<file path="src/rtl/instr_fetch.sv">
// instr_fetch: IF stage feeding decode.
// Owns the fetch PC, reads a 1-cycle-latency synchronous instruction memory,
// and buffers returned words in a small skid FIFO so decode stalls never
// drop an instruction. Handles branch redirects (flush) and a sticky halt.
// Optional build macro INSTR_FETCH_PERF_EN adds stall_cnt / flush_cnt
// saturating performance counters.
module instr_fetch #(
   parameter int unsigned        PC_W       = 22,
   parameter int unsigned        INSTR_W    = 32,
   parameter logic [PC_W-1:0]    RESET_PC   = '0,
   parameter int unsigned        FIFO_DEPTH = 2,
   parameter logic [INSTR_W-1:0] NOP_INSTR  = 32'hC800_0000
) (
   input  logic               clk,
   input  logic               rst_n,
   output logic               imem_re,
   output logic [PC_W-1:0]    imem_addr,
   input  logic [INSTR_W-1:0] imem_rdata,
   input  logic               stall,
   input  logic               flush,
   input  logic [PC_W-1:0]    redirect_PC,
   input  logic               hlt,
   output logic [INSTR_W-1:0] instr,
   output logic [PC_W-1:0]    PC_out,
   output logic               instr_valid,
   output logic               halted
`ifdef INSTR_FETCH_PERF_EN
   ,output logic [31:0]       stall_cnt
   ,output logic [31:0]       flush_cnt
`endif
);

   localparam int unsigned PTR_W = (FIFO_DEPTH > 2) ? 2 : 1;
   localparam int unsigned CNT_W = 3;

   typedef enum logic {
      S_RUN,
      S_HALTED
   } state_t;

   state_t r_state;
   state_t w_state_nxt;

   logic [PC_W-1:0]    r_fetch_pc;
   logic               r_inflight;
   logic [PC_W-1:0]    r_inflight_pc;
   logic               r_go;
   logic [PC_W-1:0]    r_last_pc;

   logic [INSTR_W-1:0] r_fifo_instr [FIFO_DEPTH];
   logic [PC_W-1:0]    r_fifo_pc    [FIFO_DEPTH];
   logic [PTR_W-1:0]   r_rd_ptr;
   logic [PTR_W-1:0]   r_wr_ptr;
   logic [CNT_W-1:0]   r_count;

   logic               w_valid;
   logic               w_pop;
   logic               w_push;
   logic               w_issue;
   logic               w_run;
   logic               w_accept_flush;
   logic               w_do_halt;
   logic               w_clear;
   logic [CNT_W-1:0]   w_occ;

   function automatic logic [PTR_W-1:0] ptr_inc(input logic [PTR_W-1:0] p);
      return (p == PTR_W'(FIFO_DEPTH - 1)) ? '0 : p + 1'b1;
   endfunction

   assign w_run          = (r_state == S_RUN);
   assign w_valid        = (r_count != '0);
   assign w_pop          = w_valid & ~stall;
   assign w_accept_flush = w_run & flush;
   assign w_do_halt      = w_run & hlt & ~flush;
   assign w_clear        = w_accept_flush | w_do_halt;
   assign w_push         = r_inflight & ~w_clear;
   // Occupancy seen by the issue check: buffered + in flight, minus what
   // leaves this cycle. count >= pop always, so no underflow.
   assign w_occ          = r_count + CNT_W'(r_inflight) - CNT_W'(w_pop);

   // State register
   always_ff @(posedge clk or negedge rst_n) begin
      if (!rst_n) r_state <= S_RUN;
      else        r_state <= w_state_nxt;
   end

   // Next state, issue decision and halted flag
   always_comb begin
      w_state_nxt = r_state;
      w_issue     = 1'b0;
      halted      = 1'b0;
      case (r_state)
         S_RUN: begin
            w_issue = r_go & (w_occ < CNT_W'(FIFO_DEPTH));
            if (hlt && !flush) w_state_nxt = S_HALTED;
         end
         S_HALTED: halted = 1'b1;
      endcase
   end

   assign imem_re   = w_issue;
   assign imem_addr = w_issue ? r_fetch_pc : '0;

   // Fetch PC, in-flight tracking and the first-cycle-after-reset gate
   always_ff @(posedge clk or negedge rst_n) begin
      if (!rst_n) begin
         r_fetch_pc    <= RESET_PC;
         r_inflight    <= 1'b0;
         r_inflight_pc <= '0;
         r_go          <= 1'b0;
      end else begin
         r_go <= 1'b1;
         if (w_accept_flush) begin
            r_fetch_pc <= redirect_PC;
            r_inflight <= 1'b0;
         end else if (w_do_halt) begin
            r_inflight <= 1'b0;
         end else begin
            r_inflight <= w_issue;
            if (w_issue) begin
               r_fetch_pc    <= r_fetch_pc + 1'b1;
               r_inflight_pc <= r_fetch_pc;
            end
         end
      end
   end

   // Skid FIFO pointers and occupancy; flush/halt empty it at once
   always_ff @(posedge clk or negedge rst_n) begin
      if (!rst_n) begin
         r_rd_ptr <= '0;
         r_wr_ptr <= '0;
         r_count  <= '0;
      end else if (w_clear) begin
         r_rd_ptr <= '0;
         r_wr_ptr <= '0;
         r_count  <= '0;
      end else begin
         if (w_push) r_wr_ptr <= ptr_inc(r_wr_ptr);
         if (w_pop)  r_rd_ptr <= ptr_inc(r_rd_ptr);
         r_count <= r_count + CNT_W'(w_push) - CNT_W'(w_pop);
      end
   end

   // FIFO storage write of the returning word and its PC
   always_ff @(posedge clk) begin
      if (w_push) begin
         r_fifo_instr[r_wr_ptr] <= imem_rdata;
         r_fifo_pc[r_wr_ptr]    <= r_inflight_pc;
      end
   end

   // Remember the PC last shown to decode so PC_out holds when empty
   always_ff @(posedge clk or negedge rst_n) begin
      if (!rst_n)       r_last_pc <= '0;
      else if (w_valid) r_last_pc <= r_fifo_pc[r_rd_ptr];
   end

   assign instr_valid = w_valid;
   assign instr       = w_valid ? r_fifo_instr[r_rd_ptr] : NOP_INSTR;
   assign PC_out      = w_valid ? r_fifo_pc[r_rd_ptr]    : r_last_pc;

`ifdef INSTR_FETCH_PERF_EN
   // Saturating stall / accepted-flush counters, frozen once halted
   always_ff @(posedge clk or negedge rst_n) begin
      if (!rst_n) begin
         stall_cnt <= '0;
         flush_cnt <= '0;
      end else if (w_run) begin
         if (w_valid && stall && (stall_cnt != '1)) stall_cnt <= stall_cnt + 1'b1;
         if (flush && (flush_cnt != '1))            flush_cnt <= flush_cnt + 1'b1;
      end
   end
`else
   // Performance counters not built.
`endif

endmodule

</file>
<file path="config.mk">
export PLATFORM = sky130hd
export DESIGN_NAME = instr_fetch
export DESIGN_NICKNAME = d
export VERILOG_FILES = /design/src/rtl/instr_fetch.sv
export SDC_FILE = /design/constraint.sdc
export NUM_CORES = 1
export LEC_CHECK = 0
export ABC_AREA = 1
export CELL_PAD_IN_SITES_DETAIL_PLACEMENT = 2
export CELL_PAD_IN_SITES_GLOBAL_PLACEMENT = 2
export CORE_UTILIZATION = 33
export CTS_CLUSTER_DIAMETER = 150
export DETAILED_ROUTE_END_ITERATION = 7
export GPL_TIMING_DRIVEN = 0
export PLACE_DENSITY = 0.89
export SLEW_MARGIN = 20
export SYNTH_ARGS = -nofsm -noshare
export SYNTH_HDL_FRONTEND = slang
export SYNTH_SLANG_ARGS = --single-unit
</file>
<file path="constraint.sdc">
create_clock -name clk -period 4.2 [get_ports clk]
set_input_delay 0.63 -clock clk [delete_from_list [all_inputs] [get_ports clk]]
set_output_delay 0.63 -clock clk [all_outputs]
set_load 0.01 [all_outputs]
</file>
==> metrics.csv, run 1 <==
stage,metric,value,unit
final_layout,Final Cell Area,10670,µm²
route,Routed WL,27470,µm
placed_design,PortBufs,137,
route,top layer in use,met5,
route,DRC viols,0,
route,vias per inst,4.841,
yosys,Post-Syn Instances,865,
final_layout,share of layout cells above drive strength 1,0.1036,
global_routing,vias in the first global route,7550,
placed_design,placed insts,1326,
route,M1 wire length,10760,µm
yosys,syn_area_per_cell,9.343,µm²
floorplan,Top-Level Pins,138,
yosys,post-synth top area cell,edfxtp_1,
clocking,CTS tree,yes,
critical_path,worst reg-to-reg path cell count,17,
yosys,"Distinct cells, synth",32,
power,Max IR drop VDD,0.1937,mV
final_layout,area delta synth->final,32.02,%
critical_path,Bufs and invs on worst path,6,
critical_path,CP most frequent cell,clkdlybuf4s50_1,
sta,Tmin final,4.076,ns
critical_path,Worst path slowest cell,fa_1,
sta,f_max,245.4,MHz
floorplan,Initial Util,0.3402,
critical_path,Worst setup SP type,primary input,
critical_path,WS Path Type,in -> out,
floorplan,Die Footprint,25120,µm²
final_layout,fill count,2514,
route,DR vias,6589,
clocking,hold buffers post-CTS,0,
final_layout,Final Non-Filler Cells,1361,
yosys,syn nets,928,
worst_hold_path,Min-Delay Path Class,in -> async,
sta,final worst-path cycle share,0.9704,
route,violation count after the first detailed-route iteration,258,
sta,Final setup viols,0,
yosys,largest cells by area after synthesis,"edfxtp_1 40%, dfrtp_1 23%, nand2_1 16%",
floorplan,Die Height,158.5,µm
global_routing,gr ovfl total,0,
placed_design,gpl congestion,0.8125,
clocking,CTS sink count,182,
yosys,"Cell Area, Synth",8082,µm²
route,metal3 WL,1518,µm
floorplan,core footprint,23750,µm²
sta,pins over their slew limit,0,
critical_path,CP max stage delay,0.53,ns
clocking,root buffer cell,clkbuf_16,
yosys,sequential fraction of the synthesis area,0.6304,
critical_path,Critical Path RT,3.57,ns
clocking,"Clk Latency, worst-skew pair",0.45,ns
critical_path,arrival time worst endpoint,3.45,ns
sta,Slew @ Worst Pin,0.6191,ns
global_routing,largest net degree at the start of global routing,46,
critical_path,crit-path cells,clkdlybuf4s50_1 -> nor2_2 -> inv_2 -> nor2_4 -> o21ai_0 -> fa_1 -> nand2_1 -> nor2_1 -> nand3_2 -> buf_6 -> buf_4 -> inv_1 -> clkdlybuf4s50_1,
global_routing,antenna violations before repair,1,
critical_path,r2r startpoint,r_count[1],
sta,final-report hold violation count,0,
final_layout,most frequent cells in the layout,"344 x nand2_1, 114 x clkdlybuf4s50_1, 108 x edfxtp_1",
route,met2 WL,14610,µm
route,Routed Antenna Nets,0,
clocking,clock-pin slew on the worst setup and hold paths,0.07,ns
critical_path,Top delay family on crit path,buffers and inverters,
clocking,H-Tree Level Count,4,
power,static leakage,5.090,nW
clocking,clock buffer depth,2,
yosys,register bit count reported by yosys,182,
floorplan,chip width,158.5,µm
sta,"Worst Setup Slack, final",0.1244,ns
sta,Max-Slew Margin vs Limit,0.5873,
placed_design,Final HPWL DP,20780,µm
final_layout,"most common cell after layout, fill and taps aside",nand2_1,
placed_design,dpl ws,-0.2425,ns
route,post-DR wirelength/cell,20.19,µm
sta,Clock Skews,0.01341,ns
clocking,CTS buffer count,17,
outcome,outcome,completed,
placed_design,dpl cell area,9987,µm²
critical_path,FF-to-FF End,r_fetch_pc[19],
critical_path,element type at the critical path end,output port,
yosys,share of the synthesized area in the top cell type,0.4013,
global_routing,global-route usage over all layers,0.2335,
route,first-pass detailed-route iteration total,4,
final_layout,final-stage net count,1092,
critical_path,CP Max Fanout,10,
yosys,YS warnings,0,
floorplan,row count,56,
final_layout,antenna cells,0,
run,maxcap violations,0,
power,PD cells,502.7,nW/µm²
critical_path,R2R setup slack,1.39,ns
sta,Setup TNS,0,ns
global_routing,first-pass GRT wire length,42810,µm
==> Yosys cell counts, drive strengths merged <==
master,number
nand2,353
nor2,95
o21ai,41
buf,28
nand4,9
a31oi,23
conb,1
nand3,33
a21oi,1
xor2,2
clkbuf,12
mux2i,1
ha,2
inv,79
edfxtp,108
fa,2
o22ai,1
dfrtp,74
==> layer usage <==
metal / GRT usage / vias up
met3: 0.05797 / 51
met5: 0 / -
met4: 0.08104 / 2
met1: 0.2511 / 3252
met2: 0.4403 / 191
li1: - / 3093
==> worst max-delay path by stage <==
stage,endpoint,start,depth (start not counted)
2_1_floorplan,r_fifo_instr[0][0],flush,6
3_3_place_gp,r_fifo_instr[1][22],flush,7
4_1_cts,imem_addr[19],stall,13
5_1_grt,imem_re,r_count[2],15
6_report,imem_re,stall,13
3_5_place_dp,imem_addr[19],stall,13
==> what timing repair did <==
| item | in CTS | in global routing |
|---|---|---|
| pin swaps | 1 | 1 |
| setup buffers | 2 | 1 |
| endpoints found under the setup margin | 23 | 14 |
| gates resized for setup | 19 | 15 |
==> worst register-to-register path, stage by stage (launching register included) <==
cell and delay [ns]:
dfrtp_2 0.41, inv_2 0.09, nand2_1 0.10, nor2_2 0.21, nor2_2 0.09, inv_2 0.12, nor2_4 0.05, o21ai_0 0.26
fa_1 0.49, nand2_1 0.08, nor2_1 0.05, nand3_2 0.09, nand2_2 0.07, nand2_4 0.09, buf_2 0.25, nor2_1 0.11
nand2_1 0.09, nand2_1 0.05
==> metrics by stage <==
stage	total power, mW	utilization	hold WS, ns
after detailed placement	3.730	0.4205	0.4629
final	5.363	0.4492	0.1203
after CTS	5.413	0.4473	0.1273
after floorplan	2.802	-	0.3344
after global routing	5.635	0.4492	0.1444
after global placement	3.576	0.4148	0.4455
==> where the power goes <==
| part | total, mW | switching [mW] | internal (mW) | leakage [nW] |
|---|---|---|---|---|
| logic | 1.66 | 0.963 | 0.695 | 2.74 |
| registers | 2.05 | 0.0545 | 1.99 | 2.05 |
| clock network | 1.66 | 0.799 | 0.860 | 0.301 |
==> state kept, by name (all words and copies together) (netlist names) <==
name           count
r_last_pc         22
r_fifo_pc         44
r_inflight         1
r_state            1
r_inflight_pc     22
r_wr_ptr           1
r_fetch_pc        22
r_go               1
r_fifo_instr      64
r_rd_ptr           1
r_count            3
==> area by class of cell <==
type	instances	area [µm²]	share of cell area
clock inverter	15	183.9	0.01724
clock buffer	17	425.4	0.03987
multi-input combinational	564	2514	0.2356
inverter	79	296.5	0.02779
timing repair buffer	145	1535	0.1439
sequential	182	5096	0.4777
tap	319	399.1	0.03741
buffer	40	219.0	0.02052
==> cells by family (layout without fill, tap and decap cells) <==
| logic type | after synthesis | count (layout) | share of synthesized area |
|---|---|---|---|
| AOI/OAI and AO/OA | 66 | 66 | 0.04738 |
| muxes | 1 | 1 | 0.001239 |
| adders and majority gates | 4 | 4 | 0.008050 |
| and+or+nand+nor | 490 | 490 | 0.2471 |
| buffers and inverters | 119 | 296 | 0.06317 |
| xor gates and xnor gates | 2 | 2 | 0.002168 |
| DFF | 182 | 182 | 0.6304 |
| other | 1 | 1 | 0.0004640 |
(Power assumes the default switching activity.)
==> run 2, diff against run 1 <==
- CAP_MARGIN: not set -> 20
- SETUP_SLACK_MARGIN: not set -> 0.02
==> run 2 against run 1 <==
  * Cell count unchanged
  * Clock power about the same
  * Power about the same
  * Design area about the same
  * Maximum frequency up 1.2%
  * Utilization about the same
  * Combinational power about the same
  * Die area unchanged
  * Sequential share of layout area about the same
  * Register-to-register slack better by 0.10 ns
  * Flip-flop and latch count unchanged
  * Setup slack better by 0.048 ns
  * Largest cell class unchanged
  * Largest power group unchanged
==> metrics.csv, run 2 (synthesis results as in run 1) <==
stage,metric,value,unit,change
outcome,outcome,completed,,
clocking,root buffer cell,clkbuf_16,,
final_layout,antenna cells,0,,unchanged
clocking,"Clk Latency, worst-skew pair",0.45,ns,about the same
critical_path,WS Path Type,in -> out,,
floorplan,core footprint,23750,µm²,unchanged
critical_path,crit-path cells,clkdlybuf4s50_1 -> nor2_2 -> inv_2 -> nor2_4 -> o21ai_1 -> fa_1 -> nand2_1 -> nor2_1 -> nand3_2 -> buf_6 -> buf_4 -> inv_1 -> clkdlybuf4s50_1,,
final_layout,Top Registers,"r_fifo_instr (64), r_fifo_pc (44)",,
critical_path,worst reg-to-reg path cell count,17,,unchanged
placed_design,placed insts,1326,,unchanged
power,sequential share of power,0.381,,about the same
global_routing,vias in the first global route,7550,,unchanged
placed_design,gpl congestion,0.8125,,unchanged
floorplan,Top-Level Pins,138,,unchanged
final_layout,fill count,2515,,+0.040%
route,DRC viols,0,,unchanged
floorplan,Initial Util,0.3402,,unchanged
route,vias per inst,4.841,,unchanged
worst_hold_path,Min-Delay Path Class,in -> async,,
route,Routed Antenna Nets,0,,unchanged
critical_path,element type at the critical path end,output port,,
final_layout,"Core Util, Final",0.4490,,about the same
final_layout,share of layout cells above drive strength 1,0.1036,,unchanged
clocking,CTS buffer count,17,,unchanged
sta,pins over their slew limit,0,,unchanged
power,part of the total power dissipated in the clock network,0.310,,about the same
critical_path,crit path to,imem_re,,
floorplan,row count,56,,unchanged
placed_design,dpl ws,-0.2425,ns,unchanged
sta,f_max,248.3,MHz,+1.2%
final_layout,"most common cell after layout, fill and taps aside",nand2_1,,
sta,Clock Skews,0.01341,ns,unchanged
final_layout,final-stage net count,1092,,unchanged
global_routing,largest net degree at the start of global routing,46,,unchanged
sta,"Worst Setup Slack, final",0.1721,ns,+0.04765 ns
global_routing,first-pass GRT wire length,42810,µm,unchanged
placed_design,Final HPWL DP,20780,µm,unchanged
global_routing,gr ovfl total,0,,unchanged
power,internal power,3.547,mW,about the same
critical_path,FF-to-FF End,r_fetch_pc[19],,
clocking,H-Tree Level Count,4,,unchanged
route,violation count after the first detailed-route iteration,258,,unchanged
power,Max IR drop VDD,0.1938,mV,about the same
critical_path,Critical Path RT,3.57,ns,about the same
route,first-pass detailed-route iteration total,4,,unchanged
final_layout,flip-flop count of the largest register after layout,64,,unchanged
final_layout,most frequent cells in the layout,"344 x nand2_1, 114 x clkdlybuf4s50_1, 108 x edfxtp_1",,
power,static leakage,5.076,nW,-0.27%
critical_path,Worst setup SP type,primary input,,
sta,Final setup viols,0,,unchanged
critical_path,CP most frequent cell,clkdlybuf4s50_1,,
critical_path,CP max stage delay,0.52,ns,about the same
critical_path,r2r startpoint,r_count[1],,
critical_path,Worst path slowest cell,fa_1,,
final_layout,area delta synth->final,31.97,%,about the same
clocking,clock-pin slew on the worst setup and hold paths,0.07,ns,about the same
sta,Setup TNS,0,ns,unchanged
route,DR vias,6589,,unchanged
final_layout,Biggest register,r_fifo_instr,,
critical_path,CP Max Fanout,10,,unchanged
run,maxcap violations,0,,unchanged
sta,RSZ-0062 raised after global routing,no,,
route,post-DR wirelength/cell,20.19,µm,about the same
sta,final-report hold violation count,0,,unchanged
clocking,CTS tree,yes,,
sta,Slew @ Worst Pin,0.6191,ns,unchanged
critical_path,arrival time worst endpoint,3.40,ns,-0.05 ns
power,sw frac,0.3389,,about the same
route,Routed WL,27480,µm,about the same
critical_path,Worst Setup SP,stall,,
final_layout,Final Non-Filler Cells,1361,,unchanged
floorplan,Die Height,158.5,µm,unchanged
global_routing,antenna violations before repair,1,,unchanged
sta,final worst-path cycle share,0.9590,,-0.01134
floorplan,Die Footprint,25120,µm²,unchanged
clocking,clock buffer depth,2,,unchanged
sta,Max-Slew Margin vs Limit,0.5873,,unchanged
critical_path,R2R setup slack,1.49,ns,+0.10 ns
floorplan,chip width,158.5,µm,unchanged
power,combinational share of power,0.309,,about the same
sta,Tmin final,4.028,ns,-0.04765 ns
power,PD cells,503.0,nW/µm²,about the same
placed_design,PortBufs,137,,unchanged
power,sw power,1.818,mW,about the same
global_routing,global-route usage over all layers,0.2335,,unchanged
clocking,CTS sink count,182,,unchanged
-- run 2: cell count changes in the layout (fill, tap and decap cells not counted) --
cell,before,now
dlygate4sd2_1,9,10
dlymetal6s2s_1,13,12
o21ai_0,27,26
o21ai_1,8,9
-- run 2: worst min path at each step --
stage | cells past startpoint | from | to
global route | 1 | rst_n | r_fetch_pc[11]
CTS | 1 | rst_n | r_fetch_pc[11]
detailed placement | 0 | r_inflight_pc[6] | r_fifo_pc[1][6]
floorplan | 0 | rst_n | r_count[0]
global placement | 0 | r_inflight_pc[7] | r_fifo_pc[0][7]
finish | 1 | rst_n | r_fetch_pc[11]
-- run 2: layout make-up --
type | instances | area (µm²) | share of cell area
Buffer | 40 | 219.0 | 0.02053
Clock buffer | 17 | 425.4 | 0.03989
Clock inverter | 15 | 183.9 | 0.01725
Inverter | 79 | 296.5 | 0.02780
Multi-Input combinational cell | 564 | 2514 | 0.2357
Sequential cell | 182 | 5096 | 0.4778
Tap cell | 319 | 399.1 | 0.03742
Timing Repair Buffer | 145 | 1531 | 0.1436
-- run 2: routing by layer --
metal	wire (µm)	vias up	GRT usage
li1	-	3092	-
met1	10760	3253	0.2511
met3	1518	51	0.05797
met4	582	2	0.08104
met2	14610	191	0.4403
met5	8	-	0
-- run 2: worst max-delay path, delay by kind of cell --
family                     cells  cell delay [ns]
buffers and inverters          6             1.52
and+or+nand+nor                5             0.62
adders and majority gates      1             0.52
AOI/OAI and AO/OA              1             0.10
-- run 2: repair_timing --
| action | CTS | global route |
|---|---|---|
| setup buffers | 2 | 1 |
| pin swaps | 1 | 1 |
| endpoints found under the hold margin | 0 | 0 |
| gates resized for setup | 20 | 15 |
| setup endpoints to repair | 23 | 13 |
| hold buffers | 0 | 0 |
-- run 2: power groups by stage --
stage / logic [mW] / clock network, mW / registers [mW]
detailed placement: 1.65 / 0 / 2.08
global placement: 1.51 / 0 / 2.07
global route: 1.83 / 1.75 / 2.06
CTS: 1.68 / 1.69 / 2.05
floorplan: 0.742 / 0 / 2.06
finish: 1.66 / 1.66 / 2.05
-- run 2: stage by stage --
stage	hold slack, ns	power [mW]	cell area (µm²)
after floorplan	0.3344	2.802	8082
after global placement	0.4455	3.576	9852
after detailed placement	0.4629	3.730	9987
after CTS	0.1273	5.413	10620
after global routing	0.1444	5.635	10670
final	0.1203	5.364	10670
==> run 3, diff against run 2 <==
- clock period: 4.2 -> 4.6 ns (I/O delays scaled with it)
==> run 3 against run 2 <==
  * Power decreased by 9.0%
  * Utilization decreased by 0.19 points
  * Hold slack gained 0.058 ns
  * Register-to-register slack better by 0.10 ns
  * First-iteration DRC count rose by 3.1%
  * Sequential power shrank 9%
  * Global-route usage is 0.089 points lower
  * Non-clock buffer count is 1 lower
  * Via count is 0.93% lower
  * Sequential share of layout area grew 0.20 points
  * Count of clock-buffer cells in the layout is the same
  * Clock power shrank 8%
  * Critical path type unchanged
==> metrics.csv, run 3 (synthesis results as in run 1) <==
stage,metric,value,unit,change
outcome,outcome,completed,,
floorplan,core footprint,23750,µm²,unchanged
critical_path,Worst setup SP type,primary input,,
global_routing,gr ovfl total,0,,unchanged
clocking,CTS buffer count,17,,unchanged
route,Routed WL,27350,µm,-0.46%
sta,final worst-path cycle share,0.9630,,
route,violation count after the first detailed-route iteration,266,,+3.1%
placed_design,gpl congestion,0.8125,,unchanged
placed_design,dpl cell area,9987,µm²,unchanged
power,sequential share of power,0.383,,+0.002
sta,f_max,225.7,MHz,
power,part of the total power dissipated in the clock network,0.310,,about the same
sta,Tmin final,4.430,ns,
final_layout,most frequent cells in the layout,"344 x nand2_1, 136 x clkdlybuf4s50_1, 108 x edfxtp_1",,
global_routing,antenna violations before repair,0,,-1
final_layout,area delta synth->final,31.41,%,
critical_path,FF-to-FF End,r_fetch_pc[19],,
clocking,CTS tree,yes,,
sta,final-report hold violation count,0,,unchanged
clocking,"Clk Latency, worst-skew pair",0.45,ns,about the same
sta,Max-Slew Margin vs Limit,0.5970,,+0.009704
power,internal power,3.230,mW,-8.9%
final_layout,antenna cells,0,,unchanged
power,sw power,1.653,mW,-9.1%
power,combinational share of power,0.307,,-0.002
clocking,H-Tree Level Count,4,,unchanged
final_layout,Top Registers,"r_fifo_instr (64), r_fifo_pc (44)",,
critical_path,R2R setup slack,1.59,ns,+0.10 ns
critical_path,element type at the critical path end,output port,,
final_layout,share of layout cells above drive strength 1,0.09798,,-0.005664
route,vias per inst,4.800,,-0.85%
route,DR vias,6528,,-0.93%
critical_path,Critical Path RT,3.91,ns,+0.34 ns
final_layout,"most common cell after layout, fill and taps aside",nand2_1,,
power,Pwr Total,4.883,mW,-9.0%
final_layout,Final Cell Area,10620,µm²,-0.42%
run,maxcap violations,0,,unchanged
power,static leakage,4.795,nW,-5.5%
final_layout,final-stage net count,1091,,-0.092%
critical_path,worst reg-to-reg path cell count,17,,unchanged
power,PD cells,459.8,nW/µm²,-8.6%
sta,pins over their slew limit,0,,unchanged
placed_design,Final HPWL DP,20780,µm,unchanged
final_layout,Biggest register,r_fifo_instr,,
clocking,clock buffer depth,2,,unchanged
route,Routed Antenna Nets,0,,unchanged
sta,Final setup viols,0,,unchanged
power,sw frac,0.3385,,-0.0003496
floorplan,row count,56,,unchanged
global_routing,global-route usage over all layers,0.2326,,-0.0008927
clocking,clock-pin slew on the worst setup and hold paths,0.07,ns,about the same
power,Max IR drop VDD,0.1765,mV,-8.9%
floorplan,Top-Level Pins,138,,unchanged
route,post-DR wirelength/cell,20.11,µm,-0.39%
final_layout,flip-flop count of the largest register after layout,64,,unchanged
critical_path,WS Path Type,in -> out,,
global_routing,largest net degree at the start of global routing,46,,unchanged
global_routing,vias in the first global route,7522,,-0.37%
clocking,hold buffers post-CTS,0,,unchanged
sta,Clock Skews,0.01210,ns,-0.001307 ns
placed_design,PortBufs,137,,unchanged
sta,WHS,0.1781,ns,+0.05783 ns
worst_hold_path,Min-Delay Path Class,in -> async,,
floorplan,chip width,158.5,µm,unchanged
sta,Slew @ Worst Pin,0.6045,ns,-0.01456 ns
floorplan,Initial Util,0.3402,,unchanged
global_routing,first-pass GRT wire length,42680,µm,-0.31%
floorplan,Die Height,158.5,µm,unchanged
route,first-pass detailed-route iteration total,4,,unchanged
clocking,CTS sink count,182,,unchanged
floorplan,Die Footprint,25120,µm²,unchanged
clocking,root buffer cell,clkbuf_16,,
route,DRC viols,0,,unchanged
critical_path,CP Max Fanout,10,,unchanged
critical_path,r2r startpoint,r_count[1],,
critical_path,arrival time worst endpoint,3.74,ns,+0.34 ns
-- run 3: worst max path at each step --
stage	cells after the start	start	to	slack (ns)
after floorplan	6	flush	r_fifo_instr[0][0]	0.66
after global placement	7	flush	r_fifo_instr[1][22]	-1.33
after detailed placement	13	stall	imem_addr[19]	0.04
after CTS	15	r_count[1]	imem_addr[19]	0.05
after global routing	15	r_count[1]	imem_addr[14]	-0.03
final	13	stall	imem_addr[19]	0.17
-- run 3: per-layer routing --
| metal | share of wire | GRT usage | vias up |
|---|---|---|---|
| li1 | - | - | 3096 |
| met1 | 0.40 | 0.2526 | 3232 |
| met2 | 0.53 | 0.4413 | 162 |
| met3 | 0.053 | 0.05580 | 38 |
| met4 | 0.017 | 0.07189 | 0 |
| met5 | 0 | 0 | - |
-- run 3: per-stage QoR --
stage | util | setup TNS [ns] | worst slack [ns] | cells
4_1_cts | 0.4462 | 0 | 0.05099 | 1358
5_1_grt | 0.4471 | -0.1262 | -0.02823 | 1360
2_1_floorplan | - | 0 | 0.6624 | 865
6_report | 0.4471 | 0 | 0.1702 | 1360
3_5_place_dp | 0.4205 | 0 | 0.03748 | 1326
3_3_place_gp | 0.4148 | -144.40 | -1.327 | 1321
-- run 3: power groups by stage --
stage               Combinational, mW  Sequential (mW)  Clock [mW]
floorplan                       0.677             1.88           0
global placement                 1.38             1.89           0
detailed placement               1.50             1.90           0
CTS                              1.52             1.87        1.54
global route                     1.65             1.88        1.59
finish                           1.50             1.87        1.52
-- run 3: what timing repair did --
action	4_1_cts	5_1_grt
setup endpoints to repair	9	23
setup buffers	0	2
pin swaps	0	1
gates resized for setup	1	3
-- run 3: layout make-up --
cell class	instances	area (µm²)
well taps	319	399.1
plain buffers	40	214.0
clock inverters	15	183.9
inverters	79	296.5
multi-input cells	564	2499
flip-flops and latches	182	5096
clock buffers	17	425.4
repair buffers	144	1506
fillers	2507	13130
-- run 3: critical path, stage by stage --
cell	delay [ns]
clkdlybuf4s50_1	0.46
nor2_2	0.19
inv_1	0.14
nor2_2	0.17
o21ai_0	0.14
fa_1	0.52
nand2_1	0.06
nor2_1	0.11
nand3_2	0.11
buf_6	0.17
buf_2	0.20
nor2_1	0.19
clkdlybuf4s50_1	0.57
